<file path="config.mk">
export PLATFORM = sky130hd
export DESIGN_NAME = mem_port_arbiter
export DESIGN_NICKNAME = d
export VERILOG_FILES = /design/src/rtl/mem_port_arbiter.sv
export SDC_FILE = /design/constraint.sdc
export NUM_CORES = 1
export LEC_CHECK = 0
export ABC_AREA = 1
export CORE_ASPECT_RATIO = 0.8
export CORE_MARGIN = 3
export CORE_UTILIZATION = 55
export CTS_CLUSTER_DIAMETER = 80
export DETAILED_ROUTE_END_ITERATION = 12
export DONT_BUFFER_PORTS = 1
export GPL_TIMING_DRIVEN = 0
export PLACE_DENSITY = 0.71
export SLEW_MARGIN = 20
export SYNTH_ARGS = -nofsm -noshare
export SYNTH_HDL_FRONTEND = slang
export SYNTH_SLANG_ARGS = --single-unit
</file>
<file path="constraint.sdc">
create_clock -name clk -period 1.9 [get_ports clk]
set_input_delay 0.19 -clock clk [delete_from_list [all_inputs] [get_ports clk]]
set_output_delay 0.19 -clock clk [all_outputs]
set_load 0.02 [all_outputs]
</file>
<file path="src/rtl/mem_port_arbiter.sv">
// mem_port_arbiter: shares one single-port memory between instruction fetch
// (read-only) and data access (read/write). Each access walks IDLE -> ACCESS
// -> RESP, or IDLE -> RESP directly when the address is misaligned.
// Build option: define MEM_ARB_RR_EN for round-robin arbitration; when it is
// left undefined, DM always wins a simultaneous request.
module mem_port_arbiter #(
  parameter int ADDR_W      = 32,
  parameter int DATA_W      = 32,
  parameter int RD_LAT      = 1,
  parameter int CHECK_ALIGN = 1
) (
  input  logic              clk,
  input  logic              reset,
  input  logic              if_req,
  input  logic [ADDR_W-1:0] if_addr,
  output logic              if_ack,
  output logic [DATA_W-1:0] if_rdata,
  input  logic              dm_req,
  input  logic              dm_we,
  input  logic [ADDR_W-1:0] dm_addr,
  input  logic [DATA_W-1:0] dm_wdata,
  output logic              dm_ack,
  output logic [DATA_W-1:0] dm_rdata,
  output logic [ADDR_W-1:0] mem_addr,
  output logic              mem_wr,
  output logic [DATA_W-1:0] mem_datain,
  input  logic [DATA_W-1:0] mem_dataout,
  output logic              busy,
  output logic              align_err
);

  typedef enum logic [1:0] {
    IDLE   = 2'd0,
    ACCESS = 2'd1,
    RESP   = 2'd2
  } state_t;

  // Read wait counter starts here and counts down to zero on the capture cycle.
  localparam logic [2:0] LAT_LAST = 3'(RD_LAT - 1);

  state_t            state_q;
  logic              grantDm_q;
  logic              lastGrantDm_q;
  logic              we_q;
  logic [2:0]        waitCnt_q;

  logic              anyReq_d;
  logic              grantDm_d;
  logic              we_d;
  logic [ADDR_W-1:0] addr_d;
  logic [DATA_W-1:0] wdata_d;
  logic              misaligned_d;

  // Pick the winner among the current requests and steer its access fields.
  always_comb begin
    anyReq_d     = if_req | dm_req;
    grantDm_d    = 1'b0;
    we_d         = 1'b0;
    addr_d       = '0;
    wdata_d      = '0;
    misaligned_d = 1'b0;
`ifdef MEM_ARB_RR_EN
    if (if_req && dm_req) begin
      grantDm_d = ~lastGrantDm_q;
    end else begin
      grantDm_d = dm_req;
    end
`else
    grantDm_d = dm_req;
`endif
    if (grantDm_d) begin
      addr_d  = dm_addr;
      we_d    = dm_we;
      wdata_d = dm_wdata;
    end else begin
      addr_d  = if_addr;
    end
    misaligned_d = (CHECK_ALIGN != 0) && (addr_d[1:0] != 2'b00);
  end

  // Access sequencer: every output is a register so the memory sees clean,
  // glitch-free address/data/strobe and the ports see one-cycle ack pulses.
  always_ff @(posedge clk) begin
    if (reset) begin
      state_q       <= IDLE;
      grantDm_q     <= 1'b0;
      lastGrantDm_q <= 1'b0;
      we_q          <= 1'b0;
      waitCnt_q     <= 3'd0;
      if_ack        <= 1'b0;
      dm_ack        <= 1'b0;
      align_err     <= 1'b0;
      if_rdata      <= '0;
      dm_rdata      <= '0;
      mem_addr      <= '0;
      mem_wr        <= 1'b0;
      mem_datain    <= '0;
    end else begin
      if_ack    <= 1'b0;
      dm_ack    <= 1'b0;
      align_err <= 1'b0;
      case (state_q)
        IDLE: begin
          if (anyReq_d) begin
            grantDm_q     <= grantDm_d;
            lastGrantDm_q <= grantDm_d;
            we_q          <= we_d;
            if (misaligned_d) begin
              state_q   <= RESP;
              if_ack    <= ~grantDm_d;
              dm_ack    <= grantDm_d;
              align_err <= 1'b1;
            end else begin
              state_q    <= ACCESS;
              mem_addr   <= addr_d;
              mem_wr     <= we_d;
              mem_datain <= wdata_d;
              waitCnt_q  <= LAT_LAST;
            end
          end
        end
        ACCESS: begin
          if (we_q || (waitCnt_q == 3'd0)) begin
            if (!we_q) begin
              if (grantDm_q) begin
                dm_rdata <= mem_dataout;
              end else begin
                if_rdata <= mem_dataout;
              end
            end
            state_q    <= RESP;
            mem_addr   <= '0;
            mem_wr     <= 1'b0;
            mem_datain <= '0;
            if_ack     <= ~grantDm_q;
            dm_ack     <= grantDm_q;
          end else begin
            waitCnt_q <= waitCnt_q - 3'd1;
          end
        end
        RESP: begin
          state_q <= IDLE;
        end
        default: begin
          state_q <= IDLE;
        end
      endcase
    end
  end

  assign busy = (state_q != IDLE);

endmodule

</file>
==> flow_summary.json, run 1 <==
{
  "grt_max_degree": 17,
  "drv_cap": 0,
  "crit_end": "mem_addr[29]$_SDFFE_PP0P_",
  "cts_tree": "built",
  "fin_skew_ns": 0.0124,
  "crit_start": "state_q[1]$_SDFFE_PP0P_",
  "routed_via_density": 5.47,
  "slowest_stage": "dfxtp_1",
  "synth_fp_nets": 990,
  "final_max_slew_viol_count": 0,
  "wirelength_um": 17400,
  "max_stage_delay_ns": 0.40,
  "crit_path_frequent_cell": "nor2_1",
  "clkTransAtPathRegs_ns": 0.06,
  "tightest_slew_ns": 0.497,
  "syn_avg_cell_area_um2": 6.95,
  "grt-ovfl-total": 0,
  "irDropWorstVdd_mv": 0.622,
  "wl_per_cell_um": 16.4,
  "clk-insertion-delay-late_ns": 0.41,
  "syn_to_final_growth_pct": 19.4,
  "p_clk_share_pct": 36.0,
  "antenna_found_initial": 0,
  "min_period_ns": 1.78,
  "layout_commonest_cell": "nor2_1",
  "synth_top_area_cell": "dfxtp_1",
  "hold_violations": 0,
  "p_per_area_nw_per_um2": 1250,
  "root_buffer": "clkbuf_16",
  "synth_top_cells_by_area": "dfxtp_1, nor2_1, nand2_1, o21ai_0, a21oi_1",
  "arrival_ns": 2.13,
  "outcome": "complete, no violations",
  "drive_gt1_share_pct": 7.90,
  "cts_made_buffers": 17,
  "min_path_cells": 2,
  "grt_use_total_pct": 28.4,
  "die_w_um": 122,
  "holdWs_ns": 0.0142,
  "pin_count": 266,
  "cts.sinks": 139,
  "rsz0062_at_grt": "no",
  "fmax_mhz": 561,
  "hp-class": "primary input to register",
  "fp-row-count": 33,
  "dieHeight_um": 98.9,
  "first_iter_violations": 446,
  "core_area_um2": 10400,
  "fillers": 925,
  "final_nets": 1046,
  "dieArea_um2": 12100,
  "start_kind": "register",
  "worstReg2RegStart": "state_q[1]$_SDFFE_PP0P_",
  "antennaDiodeCount": 0,
  "reg2regPathDepth": 10,
  "p_sw_w": 0.00305,
  "relSlewSlack_pct": 66.9,
  "power_frac_seq_pct": 45.6,
  "period_share_pct": 93.7,
  "synth_seq_cells": 139,
  "final_cell_mix": "nor2_1, dfxtp_1, nand2_1",
  "critPathKind": "register to register",
  "grt_pass1_vias": 5559,
  "ctsHtreeMaxLevel": 4,
  "multi_input_area_um2": 2530,
  "swShare_pct": 34.4,
  "r2r_end": "mem_addr[29]$_SDFFE_PP0P_",
  "setup_viol": 0,
  "crit_chain": "inv_2, nand2_2, nor2_1, nor2_4, nand3_4, inv_2, buf_6, buf_6, nor2_1, nor2_1",
  "port_buffers": 0,
  "regArea_um2": 2780,
  "dp_hpwl_um": 12700,
  "endpoint_kind": "register",
  "clockBufferDepth": 2,
  "synth.distinct_cells": 23,
  "p_leak_nw": 2.90,
  "yosysWarnings": 0,
  "vias": 5820,
  "p_int_w": 0.00583,
  "yosys.area.top_type_share_pct": 46.9,
  "crit_required_ns": 2.25,
  "drc": 0,
  "dr.pass1.iters": 5,
  "ant_nets": 0,
  "grt_pass1_wl_um": 27400,
  "syn_inst": 855,
  "post-route-util_pct": 68.2,
  "comb_power_share_pct": 18.4,
  "syn_area_um2": 5940,
  "worstPathMaxFanout": 10,
  "start_util_pct": 57.1,
  "gp_congestion": 0.854,
  "ys_seq_area_share_pct": 46.9,
  "r2r_slack_ns": 0.12
}
## how the worst min path moves through the flow
stage / start / endpoint
3_3_place_gp: reset / grantDm_q$_SDFFE_PP0N_
5_1_grt: mem_dataout[7] / dm_rdata[7]$_SDFFE_PP0P_
6_report: mem_dataout[21] / dm_rdata[21]$_SDFFE_PP0P_
4_1_cts: mem_dataout[7] / dm_rdata[7]$_SDFFE_PP0P_
2_1_floorplan: reset / grantDm_q$_SDFFE_PP0N_
3_5_place_dp: reset / grantDm_q$_SDFFE_PP0N_
## worst max-delay path, delay by kind of cell (launching register included)
family | cells | cell delay, ns
buf+inv | 4 | 0.51
flops | 1 | 0.40
simple gates | 6 | 0.81
## Yosys cell counts
| master | number |
|---|---|
| buf_1 | 9 |
| a211oi_1 | 1 |
| ha_1 | 2 |
| nand3_4 | 1 |
| inv_2 | 3 |
| nand2_1 | 136 |
| dfxtp_1 | 139 |
| inv_4 | 1 |
| inv_1 | 86 |
| nor2_4 | 1 |
| o21ai_1 | 1 |
| xnor2_1 | 1 |
| buf_2 | 7 |
| buf_6 | 4 |
| nor2_1 | 184 |
| buf_4 | 2 |
| a21oi_1 | 77 |
| nand4_1 | 58 |
| nor2_2 | 2 |
| o21ai_0 | 90 |
| nand2_2 | 3 |
| clkbuf_1 | 43 |
| nand3_1 | 4 |
## layer usage
layer	vias to the layer above	track usage [%]	part of all wire, %
li1	2842	-	-
met1	2662	33.5	40
met2	268	46.9	47
met3	48	11.1	11
met4	0	10.8	2.3
met5	-	0	0
## repair_timing
item,CTS,global route
hold buffers,32,0
setup endpoints to repair,56,86
pin swaps,2,0
setup buffers,4,1
hold endpoints to repair,55,0
resized for setup,0,28
## power groups by stage
stage               Clock (W)  Combinational, W  Sequential, W
detailed placement          0           0.00150        0.00411
global placement            0           0.00144        0.00410
CTS                   0.00321           0.00158        0.00405
floorplan                   0           0.00121        0.00400
global route          0.00335           0.00188        0.00409
finish                0.00319           0.00164        0.00405
## kinds of logic (layout without fill, tap and decap cells)
logic type,count (synthesis),count (layout),synth area share (%)
and+or+nand+nor,389,389,27.7
AOI/OAI and AO/OA,169,169,14.3
buffers and inverters,155,224,10.6
DFF,139,139,46.9
adders and majority gates,2,2,0.421
xor gates and xnor gates,1,1,0.147
## flip-flops by register name, indices dropped and copies added (netlist names)
register    flops
dm_rdata       32
if_rdata       32
mem_addr       32
mem_datain     32
waitCnt_q       3
state_q         2
align_err       1
dm_ack          1
grantDm_q       1
if_ack          1
mem_wr          1
we_q            1
## per-stage QoR
step	TNS, ns	instance area, um^2	power, W	setup WS, ns	std cells
after global routing	0	7090	0.00931	0.00302	1064
final	0	7090	0.00888	0.119	1064
after CTS	0	7040	0.00884	0.0768	1063
after global placement	-0.402	6110	0.00555	-0.0246	995
after floorplan	0	5940	0.00521	0.375	855
after detailed placement	-3.02	6110	0.00561	-0.126	995
## area by class of cell
type                    instances  area share [%]
well taps                     140            2.47
plain buffers                  65            4.43
repair buffers                 37            5.22
clock buffers                  20            6.58
clock inverters                12            1.57
multi-input cells             561            35.7
inverters                      90            4.80
flip-flops and latches        139            39.2
No activity file was read; power rests on OpenSTA's default activity.
==> run 2: changes to the inputs <==
--- a/config.mk
+++ b/config.mk
@@ -13,7 +13,7 @@
 export DETAILED_ROUTE_END_ITERATION = 12
 export DONT_BUFFER_PORTS = 1
 export GPL_TIMING_DRIVEN = 0
-export PLACE_DENSITY = 0.71
+export PLACE_DENSITY = 0.7
 export SLEW_MARGIN = 20
 export SYNTH_ARGS = -nofsm -noshare
 export SYNTH_HDL_FRONTEND = slang
==> run 2 against run 1 <==
Combinational power about the same. Critical path depth rose by 2. Final area fell by 0.14%. Sequential share of layout area is 0.055 points higher. Clock skew decreased by 0.0068 ns. First-iteration DRC count fell by 11%. Sequential power barely moved. Power fell by 0.29%. Register-to-register slack improved by 0.03 ns. Wire length down 1.2%. Critical path type unchanged.
==> flow_summary.json, run 2 (same netlist as run 1, synthesis figures left out) <==
{
  "outcome": "complete, no violations",
  "holdWs_ns": 0.00582,
  "period_share_pct": 92.0,
  "crit_required_ns": 2.24,
  "fp-row-count": 33,
  "root_buffer": "clkbuf_16",
  "endpoint_kind": "register",
  "ctsHtreeMaxLevel": 4,
  "p_leak_nw": 2.88,
  "dieHeight_um": 98.9,
  "arrival_ns": 2.09,
  "wl_per_cell_um": 16.2,
  "syn_to_final_growth_pct": 19.3,
  "relSlewSlack_pct": 66.3,
  "cts_tree": "built",
  "grt-ovfl-total": 0,
  "setup_viol": 0,
  "max_stage_delay_ns": 0.31,
  "cts.sinks": 139,
  "cts_made_buffers": 17,
  "pin_count": 266,
  "start_kind": "register",
  "maxUsedRoutingLayer": "met4",
  "drv_cap": 0,
  "dieArea_um2": 12100,
  "met2_wirelength_um": 8010,
  "crit_chain": "inv_1, ha_1, nand2_1, nand2_2, nor2_2, nor2_4, nand3_4, inv_2, buf_6, buf_6, nor2_1, nor2_1",
  "wl_met3_um": 1840,
  "clkTransAtPathRegs_ns": 0.06,
  "setup-tns-final_ns": 0,
  "critPathKind": "register to register",
  "grt_pass1_wl_um": 27600,
  "grt_max_degree": 17,
  "antenna_found_initial": 0,
  "wl_met1_um": 7030,
  "final_nets": 1047,
  "fmax_mhz": 572,
  "clk-insertion-delay-late_ns": 0.41,
  "gp_congestion": 0.858,
  "dp.cells": 995,
  "antennaDiodeCount": 0,
  "drc": 0,
  "regArea_um2": 2780,
  "fillers": 918,
  "grt_use_total_pct": 28.6,
  "die_w_um": 122,
  "core_area_um2": 10400,
  "tightest_slew_ns": 0.506,
  "port_buffers": 0,
  "fin_skew_ns": 0.00561,
  "start_util_pct": 57.1,
  "final_cells": 1064,
  "routed_via_density": 5.38,
  "wirelength_um": 17200,
  "dr.pass1.iters": 5,
  "worstPathMaxFanout": 10,
  "irDropWorstVdd_mv": 0.705,
  "ant_nets": 0,
  "grt_pass1_vias": 5479,
  "min_period_ns": 1.75,
  "p_per_area_nw_per_um2": 1250,
  "first_iter_violations": 396,
  "layout_commonest_cell": "nor2_1",
  "final_max_slew_viol_count": 0,
  "vias": 5720,
  "post-route-util_pct": 68.1,
  "drive_gt1_share_pct": 7.47,
  "slowest_stage": "dfxtp_1",
  "final_cell_mix": "nor2_1, dfxtp_1, nand2_1",
  "hold_violations": 0,
  "clockBufferDepth": 2,
  "hp-class": "primary input to register",
  "multi_input_area_um2": 2530,
  "rsz0062_at_grt": "yes",
  "dp_hpwl_um": 12700
}
[run 2: worst paths after layout]
| check | cells after the start | start | endpoint | slack, ns |
|---|---|---|---|---|
| worst max-delay path | 12 | waitCnt_q[0]$_SDFFE_PP0P_ | mem_addr[20]$_SDFFE_PP0P_ | 0.15 |
| worst min-delay path | 2 | mem_dataout[28] | if_rdata[28]$_SDFFE_PP0P_ | 0.006 |
| worst max register to register | 12 | waitCnt_q[0]$_SDFFE_PP0P_ | mem_addr[20]$_SDFFE_PP0P_ | 0.15 |
| worst min register to register | 2 | waitCnt_q[1]$_SDFFE_PP0P_ | waitCnt_q[1]$_SDFFE_PP0P_ | 0.48 |
[run 2: area by class of cell]
type	instances	area share (%)
multi-input combinational	561	35.8
inverter	90	4.80
buffer	64	4.29
sequential	139	39.3
timing repair buffer	39	5.30
tap	140	2.47
clock buffer	17	6.00
clock inverter	14	2.08
[run 2: timing repair]
| item | in CTS | in global routing |
|---|---|---|
| endpoints found under the hold margin | 57 | 0 |
| pin swaps | 2 | 2 |
| hold buffers | 33 | 0 |
| setup endpoints to repair | 46 | 50 |
| buffers inserted | 4 | 2 |
| gates resized for setup | 0 | 20 |
[run 2: report_power, final]
part | internal (W) | leakage, nW | switching [W]
Sequential | 0.00331 | 1.14 | 0.000738
Combinational | 0.000595 | 1.48 | 0.00102
Clock | 0.00193 | 0.268 | 0.00126
Total | 0.00583 | 2.88 | 0.00303
[run 2: worst max-delay path: cells and delay by family (launching register included)]
family | cells | cell delay (ns)
flops | 1 | 0.31
simple gates | 7 | 0.73
buf+inv | 4 | 0.50
fa+ha+maj | 1 | 0.15
[run 2: per-stage QoR]
stage	instance area (um^2)	power, W	worst slack [ns]
floorplan	5940	0.00521	0.375
global placement	6110	0.00555	-0.0490
detailed placement	6110	0.00561	-0.0608
CTS	7050	0.00887	0.0726
global route	7080	0.00932	-0.00970
finish	7080	0.00885	0.151
[run 2: per-layer routing]
| metal | vias to the layer above | global-route usage (%) |
|---|---|---|
| li1 | 2850 | - |
| met1 | 2611 | 35.0 |
| met2 | 232 | 47.3 |
| met3 | 27 | 10.5 |
| met4 | 0 | 8.69 |
| met5 | - | 0 |
==> run 3: changes to the inputs <==
--- a/config.mk
+++ b/config.mk
@@ -9,6 +9,7 @@
 export CORE_ASPECT_RATIO = 0.8
 export CORE_MARGIN = 3
 export CORE_UTILIZATION = 55
+export CTS_BUF_LIST = sky130_fd_sc_hd__clkbuf_8
 export CTS_CLUSTER_DIAMETER = 80
 export DETAILED_ROUTE_END_ITERATION = 12
 export DONT_BUFFER_PORTS = 1
==> run 3 against run 2 <==
Register-to-register slack about the same. Count of clock-buffer cells in the layout did not move. Non-clock buffer count is 7 higher. Utilization is 1.2 points lower. Final area is 1.8% lower. First-iteration DRC count decreased by 10%. Wire length fell by 0.34%. Critical path depth fell by 5. Clock power is 27% lower. Power decreased by 9.6%. Clock skew increased by 0.0029 ns. Die area stayed put. Highest routed layer unchanged.
==> flow_summary.json, run 3 (same netlist as run 1, synthesis figures left out) <==
{
  "power_w": 0.00800,
  "arrival_ns": 2.06,
  "start_util_pct": 57.1,
  "hold_violations": 0,
  "dp_hpwl_um": 12700,
  "drc": 0,
  "final_nets": 1054,
  "hp-class": "primary input to register",
  "grt_max_degree": 17,
  "endpoint_kind": "register",
  "cts_tree": "built",
  "ant_nets": 0,
  "clk-insertion-delay-late_ns": 0.44,
  "clockBufferDepth": 2,
  "multi_input_area_um2": 2530,
  "dieHeight_um": 98.9,
  "regArea_um2": 2780,
  "dr.pass1.iters": 5,
  "grt_use_total_pct": 28.3,
  "hp-start": "dm_wdata[15]",
  "drive_gt1_share_pct": 7.20,
  "antennaDiodeCount": 0,
  "routed_via_density": 5.39,
  "p_per_area_nw_per_um2": 1150,
  "fmax_mhz": 570,
  "grt_pass1_vias": 5457,
  "fp-row-count": 33,
  "wl_per_cell_um": 16.0,
  "final_max_slew_viol_count": 0,
  "drv_cap": 0,
  "fillers": 942,
  "p_leak_nw": 2.82,
  "wirelength_um": 17200,
  "port_buffers": 0,
  "root_buffer": "clkbuf_8",
  "grt_pass1_wl_um": 27300,
  "dpl_cell_area_um2": 6110,
  "irDropWorstVdd_mv": 0.619,
  "relSlewSlack_pct": 66.8,
  "ctsHtreeMaxLevel": 4,
  "r2r_slack_ns": 0.15,
  "cts_made_buffers": 17,
  "clkTransAtPathRegs_ns": 0.08,
  "final_area_um2": 6960,
  "worstReg2RegStart": "state_q[0]$_SDFFE_PP0P_",
  "outcome": "complete, no violations",
  "crit_start": "state_q[0]$_SDFFE_PP0P_",
  "worstPathMaxFanout": 10,
  "fin_skew_ns": 0.00852,
  "dieArea_um2": 12100,
  "tightest_slew_ns": 0.497,
  "layout_commonest_cell": "nor2_1",
  "crit_required_ns": 2.21,
  "final_cell_mix": "nor2_1, dfxtp_1, nand2_1",
  "cts.sinks": 139,
  "setup_viol": 0,
  "first_iter_violations": 356,
  "syn_to_final_growth_pct": 17.1,
  "rsz0062_at_grt": "yes",
  "core_area_um2": 10400,
  "period_share_pct": 92.3,
  "vias": 5778,
  "min_period_ns": 1.75,
  "gp_congestion": 0.858,
  "start_kind": "register",
  "setup-tns-final_ns": 0,
  "antenna_found_initial": 0,
  "critPathKind": "register to register",
  "pin_count": 266,
  "grt-ovfl-total": 0,
  "die_w_um": 122
}
==> run 3: changes by cell type in the layout (fill, tap and decap cells not counted), sizes merged <==
cell,before,now
clkbuf,60,62
buf,27,25
dlygate4sd3,33,40
==> run 3: worst paths after layout <==
check / to / cells past startpoint
hold reg to reg: waitCnt_q[1]$_SDFFE_PP0P_ / 2
setup / recovery: dm_rdata[14]$_SDFFE_PP0P_ / 7
hold / removal: mem_datain[15]$_SDFFE_PP0P_ / 4
setup reg to reg: dm_rdata[14]$_SDFFE_PP0P_ / 7
==> run 3: critical path: stages, from the launching register on <==
cell and delay (ns):
dfxtp_1 0.33, inv_1 0.07, nor2_2 0.36, nand4_1 0.14, buf_4 0.20, clkbuf_1 0.22, o21ai_0 0.24, a21oi_1 0.06
==> run 3: cell type report <==
class | count | area share [%]
buffer | 65 | 4.44
clock buffer | 17 | 3.36
clock inverter | 14 | 2.12
inverter | 90 | 4.89
multi-input combinational | 561 | 36.4
sequential | 139 | 40.0
tap | 140 | 2.52
timing repair buffer | 45 | 6.30
==> run 3: through the flow <==
step           instances  utilization, %  worst slack (ns)  hold WS (ns)
6_report            1071            66.8             0.146        0.0203
5_1_grt             1071            66.8         -0.000424       0.00300
4_1_cts             1069            66.5            0.0731       0.00554
3_5_place_dp         995            58.8           -0.0608         0.274
3_3_place_gp         995            58.8           -0.0490         0.272
2_1_floorplan        855               -             0.375         0.268
==> run 3: timing repair <==
action | 4_1_cts | 5_1_grt
hold buffers | 40 | 0
pin swaps | 2 | 2
setup endpoints to repair | 39 | 46
hold endpoints to repair | 72 | 0
gates resized for setup | 0 | 18
setup buffers | 3 | 2
==> run 3: per-layer routing <==
metal	up-vias	wire length [um]	GRT usage [%]
met3	34	1850	10.6
li1	2858	-	-
met2	240	7890	46.3
met4	0	413	9.04
met5	-	0	0
met1	2646	7000	34.6
==> run 3: where the power goes <==
group	leakage [nW]	internal, W	switching [W]
Sequential	1.14	0.00330	0.000738
Clock	0.181	0.00116	0.00117
Combinational	1.50	0.000602	0.00102
Total	2.82	0.00507	0.00294
